--- config.mk ---
export PLATFORM = sky130hd
export DESIGN_NAME = imm_ext_arbiter
export DESIGN_NICKNAME = d
export VERILOG_FILES = /design/src/rtl/imm_ext_arbiter_pkg.sv /design/src/rtl/imm_ext_arbiter_decode.sv /design/src/rtl/imm_ext_arbiter.sv
export SDC_FILE = /design/constraint.sdc
export NUM_CORES = 1
export LEC_CHECK = 0
export CORE_ASPECT_RATIO = 0.5
export CORE_UTILIZATION = 35
export CTS_BUF_LIST = sky130_fd_sc_hd__clkbuf_2 sky130_fd_sc_hd__clkbuf_4 sky130_fd_sc_hd__clkbuf_8
export CTS_CLUSTER_SIZE = 28
export DETAILED_ROUTE_END_ITERATION = 8
export PLACE_DENSITY = 0.86
export SLEW_MARGIN = 20
export SYNTH_ARGS = -nofsm -noshare
export SYNTH_HDL_FRONTEND = slang
export SYNTH_HIERARCHICAL = 1
export SYNTH_SLANG_ARGS = --single-unit
export TNS_END_PERCENT = 5
--- constraint.sdc ---
create_clock -name i_clk -period 2.31 [get_ports i_clk]
set_clock_uncertainty 0.1 [all_clocks]
set_input_delay 0.462 -clock i_clk [delete_from_list [all_inputs] [get_ports i_clk]]
set_output_delay 0.462 -clock i_clk [all_outputs]
set_load 0.1 [all_outputs]
--- src/rtl/imm_ext_arbiter_pkg.sv ---
// Shared types and constants for the immediate-extender arbiter.
//   XLEN / TAG_W / IMM_TYPE_W : default datapath, tag and imm-type widths
//   imm_type_e                : imm-type codes understood by the extender
//   OPC_*                     : opcode constants (instr[6:0])
//   state_e                   : arbiter FSM state encoding
//   src_e                     : requester identity (port A / port B)
package imm_ext_arbiter_pkg;

  localparam int XLEN       = 32;
  localparam int TAG_W      = 4;
  localparam int IMM_TYPE_W = 3;

  typedef enum logic [IMM_TYPE_W-1:0] {
    IMM_I = 3'd0,
    IMM_S = 3'd1,
    IMM_B = 3'd2,
    IMM_U = 3'd3,
    IMM_J = 3'd4
  } imm_type_e;

  localparam logic [6:0] OPC_LOAD   = 7'b0000011;
  localparam logic [6:0] OPC_OP_IMM = 7'b0010011;
  localparam logic [6:0] OPC_JALR   = 7'b1100111;
  localparam logic [6:0] OPC_STORE  = 7'b0100011;
  localparam logic [6:0] OPC_BRANCH = 7'b1100011;
  localparam logic [6:0] OPC_LUI    = 7'b0110111;
  localparam logic [6:0] OPC_AUIPC  = 7'b0010111;
  localparam logic [6:0] OPC_JAL    = 7'b1101111;

  typedef enum logic [1:0] {
    ST_IDLE = 2'd0,
    ST_EXT  = 2'd1,
    ST_HOLD = 2'd2
  } state_e;

  typedef enum logic {
    SRC_A = 1'b0,
    SRC_B = 1'b1
  } src_e;

endpackage

--- src/rtl/imm_ext_arbiter_decode.sv ---
// Combinational opcode decoder: instr[6:0] -> {imm type, illegal}.
//   i_opcode   : instr[6:0]
//   o_imm_type : imm-type code for the extender (IMM_I when illegal)
//   o_illegal  : opcode carries no immediate
module imm_type_decode
  import imm_ext_arbiter_pkg::*;
(
  input  logic [6:0] i_opcode,
  output imm_type_e  o_imm_type,
  output logic       o_illegal
);

  always_comb begin
    o_imm_type = IMM_I;
    o_illegal  = 1'b0;
    case (i_opcode)
      OPC_LOAD, OPC_OP_IMM, OPC_JALR: o_imm_type = IMM_I;
      OPC_STORE:                      o_imm_type = IMM_S;
      OPC_BRANCH:                     o_imm_type = IMM_B;
      OPC_LUI, OPC_AUIPC:             o_imm_type = IMM_U;
      OPC_JAL:                        o_imm_type = IMM_J;
      default:                        o_illegal  = 1'b1;
    endcase
  end

endmodule

--- src/rtl/imm_ext_arbiter.sv ---
// Round-robin arbiter sharing one immediate extender between two requesters.
//   i_clk, i_rst                          : clock, async active-high reset
//   i_a_* / o_a_ready, i_b_* / o_b_ready  : requester ports (valid/ready)
//   o_ext_instr, o_ext_imm_type, i_ext_imm: combinational extender interface
//   o_rsp_*, i_rsp_ready                  : tagged response channel
//
// state   | meaning
// --------+----------------------------------------------------------
// ST_IDLE | no request in flight, accepts the granted requester
// ST_EXT  | extender driven from the latch, result captured this cycle
// ST_HOLD | response presented; accepts next request on rsp handshake
module imm_ext_arbiter
  import imm_ext_arbiter_pkg::*;
#(
  parameter int P_XLEN  = XLEN,
  parameter int P_TAG_W = TAG_W
) (
  input  logic               i_clk,
  input  logic               i_rst,
  input  logic               i_a_valid,
  output logic               o_a_ready,
  input  logic [31:0]        i_a_instr,
  input  logic [P_TAG_W-1:0] i_a_tag,
  input  logic               i_b_valid,
  output logic               o_b_ready,
  input  logic [31:0]        i_b_instr,
  input  logic [P_TAG_W-1:0] i_b_tag,
  output logic [24:0]        o_ext_instr,
  output imm_type_e          o_ext_imm_type,
  input  logic [P_XLEN-1:0]  i_ext_imm,
  output logic               o_rsp_valid,
  input  logic               i_rsp_ready,
  output logic [P_XLEN-1:0]  o_rsp_imm,
  output logic               o_rsp_src,
  output logic [P_TAG_W-1:0] o_rsp_tag,
  output logic               o_rsp_illegal
);

  state_e             r_state;
  src_e               r_rr_prio;
  logic [24:0]        r_ext_instr;
  imm_type_e          r_ext_imm_type;
  logic               r_lat_illegal;
  logic [P_TAG_W-1:0] r_lat_tag;
  src_e               r_lat_src;
  logic               r_rsp_valid;
  logic [P_XLEN-1:0]  r_rsp_imm;
  src_e               r_rsp_src;
  logic [P_TAG_W-1:0] r_rsp_tag;
  logic               r_rsp_illegal;

  logic        w_grant_a;
  logic        w_grant_b;
  logic        w_accept_en;
  logic        w_accept;
  logic [31:0] w_sel_instr;
  imm_type_e   w_dec_type;
  logic        w_dec_illegal;

  // r_rr_prio names the port that wins a tie; a lone requester always wins.
  assign w_grant_b = i_b_valid & (~i_a_valid | (r_rr_prio == SRC_B));
  assign w_grant_a = i_a_valid & ~w_grant_b;

  // Ready is gated by reset so it drops the instant reset is asserted.
  assign w_accept_en = ~i_rst & ((r_state == ST_IDLE) |
                                 ((r_state == ST_HOLD) & i_rsp_ready));
  assign o_a_ready   = w_accept_en & w_grant_a;
  assign o_b_ready   = w_accept_en & w_grant_b;
  assign w_accept    = o_a_ready | o_b_ready;
  assign w_sel_instr = w_grant_b ? i_b_instr : i_a_instr;

  imm_type_decode u_decode (
    .i_opcode   (w_sel_instr[6:0]),
    .o_imm_type (w_dec_type),
    .o_illegal  (w_dec_illegal)
  );

  always_ff @(posedge i_clk or posedge i_rst) begin
    if (i_rst) begin
      r_state        <= ST_IDLE;
      r_rr_prio      <= SRC_A;
      r_ext_instr    <= '0;
      r_ext_imm_type <= IMM_I;
      r_lat_illegal  <= 1'b0;
      r_lat_tag      <= '0;
      r_lat_src      <= SRC_A;
      r_rsp_valid    <= 1'b0;
      r_rsp_imm      <= '0;
      r_rsp_src      <= SRC_A;
      r_rsp_tag      <= '0;
      r_rsp_illegal  <= 1'b0;
    end else begin
      // The request latch doubles as the extender drive registers, so the
      // extender inputs hold their last value outside ST_EXT.
      if (w_accept) begin
        r_ext_instr    <= w_sel_instr[31:7];
        r_ext_imm_type <= w_dec_type;
        r_lat_illegal  <= w_dec_illegal;
        r_lat_tag      <= w_grant_b ? i_b_tag : i_a_tag;
        r_lat_src      <= w_grant_b ? SRC_B : SRC_A;
        r_rr_prio      <= w_grant_b ? SRC_A : SRC_B;
      end
      case (r_state)
        ST_IDLE: begin
          if (w_accept) r_state <= ST_EXT;
        end
        ST_EXT: begin
          r_rsp_imm     <= r_lat_illegal ? '0 : i_ext_imm;
          r_rsp_valid   <= 1'b1;
          r_rsp_src     <= r_lat_src;
          r_rsp_tag     <= r_lat_tag;
          r_rsp_illegal <= r_lat_illegal;
          r_state       <= ST_HOLD;
        end
        ST_HOLD: begin
          if (i_rsp_ready) begin
            r_rsp_valid <= 1'b0;
            r_state     <= w_accept ? ST_EXT : ST_IDLE;
          end
        end
        default: r_state <= ST_IDLE;
      endcase
    end
  end

  assign o_ext_instr    = r_ext_instr;
  assign o_ext_imm_type = r_ext_imm_type;
  assign o_rsp_valid    = r_rsp_valid;
  assign o_rsp_imm      = r_rsp_imm;
  assign o_rsp_src      = r_rsp_src;
  assign o_rsp_tag      = r_rsp_tag;
  assign o_rsp_illegal  = r_rsp_illegal;

endmodule
==> out/metrics.cfg <==
[outcome]
status=completed

[timing]
fin_ws_ns=0.05030
maxSlewHeadroom_pct=57.17
hold_ws_ns=0.3849
finalCriticalPeriod_ns=2.260
fin_crit_sh_pct=97.82
hold_violations=0
worstMarginPinSlew_ns=0.6424
finalSetupViolations=0
max_freq_ghz=0.4425
rsz0062_at_grt=yes
slew_viol_final=0

[layout]
area_delta_synth_final_pct=60.75
n_antenna_cell=0
nets=602
stdcell_area_sq_um=5559
layoutNonFillerInstCount=633
final_layout_size_suffix_gt1_share_pct=26.51
nFillCells=818

[floorplanning]
core_sq_um=9509
dieArea_sq_um=10310
io_pins=178
die_x_um=142.6
row_count=25
initial_core_util_pct=36.37
dieHeight_um=72.29

[drt]
route.met2.wl_mm=5.571
dr.pass1.iters=4
highest-signal-layer=met4
first_iter_violations=182
drt-total-wl_mm=10.40
vias=3137
via_per_inst=4.956
wl_met3_um=369
route.detailed.drc=0
drtAntennaViolNets=0
avgRoutedWirePerCell_um=16.43
wl_met1_mm=4.212

[placement]
dpl.cell_count=617
post_dp_cell_area_sq_um=5314
io_buffers=177
post-dp-hpwl_mm=7.575
gp_congestion=0.7628
place_ws_ns=-0.4676

[run]
drv_cap=0

[yosys]
synth_area_sq_um=3458
synthCells=315
synth.area.top_cells=dfrtp_1 (55%), a2bb2oi_1 (7.3%), o32ai_1 (7.3%), nand2b_1 (6.3%), mux2_2 (5.5%)
ys_ff_latch=76
yosysSeqAreaShare_pct=54.99
avgSynthCellArea_sq_um=10.98
synth_warnings=6
syn_nets=424
synth_top_area_share_pct=54.99
synth_cell_types=28
synth_top_area_cell=dfrtp_1

[critical_path]
crit_path_max_incr_delay_ns=0.47
r2r_start=r_rr_prio$_DFFE_PP0P_
crit_path_max_fanout=7
cp-end-kind=register
cp_data_arrival_time_ns=2.38
slowest_stage=clkdlybuf4s50_1
startpoint=i_a_valid
cp_data_required_time_ns=2.44
cp-start-kind=primary input
crit_chain=clkdlybuf4s50_1, nor2b_2, nand2b_4, mux2_4, and3b_1, o31ai_2, nand2_1, mux2_2
path_buf_inv=1
path_class=in -> reg
cp_top_family=simple AND/OR/NAND/NOR gates

[global_routing]
overflow=0
grt_use_total_pct=20.76
antenna_found_initial=0
grt_max_degree=48
first_global_vias=3205
grt_pass1_wl_mm=16.27

[clocking]
cts_tree=done
cts-htree-levels=3
postCtsSetupRepairBufs=0
clock-sinks=76
cts_hold_buf=0
cts_resized=3
cts-buffers-inserted=9
cts.path.max_buffers=2
path_clk_slew_ns=0.07
cts_root_buf=clkbuf_8
insertion_delay_ns=0.35

[pwr]
leakage_nw=2.328
ir_worst_vdd_mv=0.3952
power_density_nw_per_um2=1076

[hold_path]
hold_class=reg -> reg
hp-start=o_rsp_imm[28]$_DFFE_PP0P_

==> metrics by stage <==
| stage | setup TNS (ns) | power [mW] | utilization [%] |
|---|---|---|---|
| 4_1_cts | 0 | 6.009 | 58.17 |
| 2_1_floorplan | 0 | 4.104 | - |
| 3_5_place_dp | -1.697 | 4.940 | 55.88 |
| 5_1_grt | -0.002298 | 6.203 | 58.46 |
| 6_report | 0 | 5.984 | 58.46 |
| 3_3_place_gp | -1.449 | 4.896 | 55.88 |
==> synthesized netlist by cell type <==
| cell | number |
|---|---|
| nor2_1 | 6 |
| and2b_1 | 1 |
| o21a_1 | 1 |
| dfrtp_1 | 76 |
| clkbuf_1 | 18 |
| or2_4 | 1 |
| nor3_1 | 1 |
| nand2b_1 | 35 |
| o21ai_0 | 34 |
| and3b_1 | 1 |
| nand4b_1 | 1 |
| inv_1 | 3 |
| nor2b_1 | 2 |
| a2bb2oi_1 | 29 |
| buf_6 | 3 |
| buf_2 | 6 |
| nand3b_1 | 2 |
| nor4_1 | 1 |
| o31ai_1 | 2 |
| nor3b_1 | 1 |
| nor3_4 | 1 |
| mux2_2 | 17 |
| o32ai_1 | 29 |
| o2bb2ai_1 | 1 |
| nand3_1 | 2 |
| nand2_1 | 36 |
| a21bo_2 | 1 |
| a21oi_1 | 4 |
==> sequential cells by signal, summed over array words and instances (netlist names), 2 cells and up <==
signal          cells
r_lat_tag           4
o_rsp_imm          32
o_ext_instr        25
r_state             2
o_ext_imm_type      3
o_rsp_tag           4
==> layout by cell type (no fill, tap or decap), drive strengths merged, types with 4 or more instances in the layout <==
cell type	Yosys	final
nand2b	35	35
mux2	17	17
clkbuf	18	12
dfrtp	76	76
o32ai	29	29
buf	9	86
a2bb2oi	29	29
a21oi	4	4
nor2	6	6
nand2	36	36
o21ai	34	34
clkdlybuf4s50	0	108
==> routing by layer <==
metal	vias up	GRT usage [%]
li1	1506	-
met1	1535	24.24
met2	73	38.18
met3	23	4.158
met4	0	8.005
met5	-	0
==> cell type report <==
cell class | instances | area, sq um | share of cell area (%)
clock inverter | 4 | 47.55 | 0.8553
tap | 135 | 168.9 | 3.038
inverter | 3 | 15.01 | 0.2701
sequential | 76 | 1902 | 34.21
clock buffer | 12 | 158.9 | 2.858
timing repair buffer | 194 | 1802 | 32.41
multi-input combinational | 209 | 1465 | 26.36
==> power breakdown <==
| group | switching (mW) | internal (mW) | total, mW |
|---|---|---|---|
| Sequential | 0.166 | 1.60 | 1.77 |
| Clock | 0.487 | 0.567 | 1.05 |
| Combinational | 2.32 | 0.837 | 3.16 |
==> worst register-to-register path: stages (launching register included) <==
cell and delay [ns]:
dfrtp_1 0.44, nor2b_2 0.14, nand2b_4 0.19, mux2_4 0.35, and3b_1 0.19, o31ai_2 0.21, nand2_1 0.09, mux2_2 0.27
==> final timing paths <==
check	to	slack [ns]	cells past startpoint
worst max register to register	r_lat_illegal$_DFFE_PP0P_	0.21	7
max in group asynchronous	o_rsp_imm[2]$_DFFE_PP0P_	1.15	3
worst max-delay path	r_lat_illegal$_DFFE_PP0P_	0.05	8
worst min-delay path	o_rsp_imm[28]$_DFFE_PP0P_	0.38	2
min in group asynchronous	o_ext_instr[23]$_DFFE_PP0P_	0.41	2
worst min register to register	o_rsp_imm[28]$_DFFE_PP0P_	0.38	2
==> logic make-up (layout without fill, tap and decap cells) <==
group	count (synthesis)	in the layout	synth area share, %
buf+inv	30	213	4.124
mux	17	17	5.535
simple gates	91	91	13.97
flops	76	76	54.99
compound gates	101	101	21.38
Power figures use the tool's default switching activity.
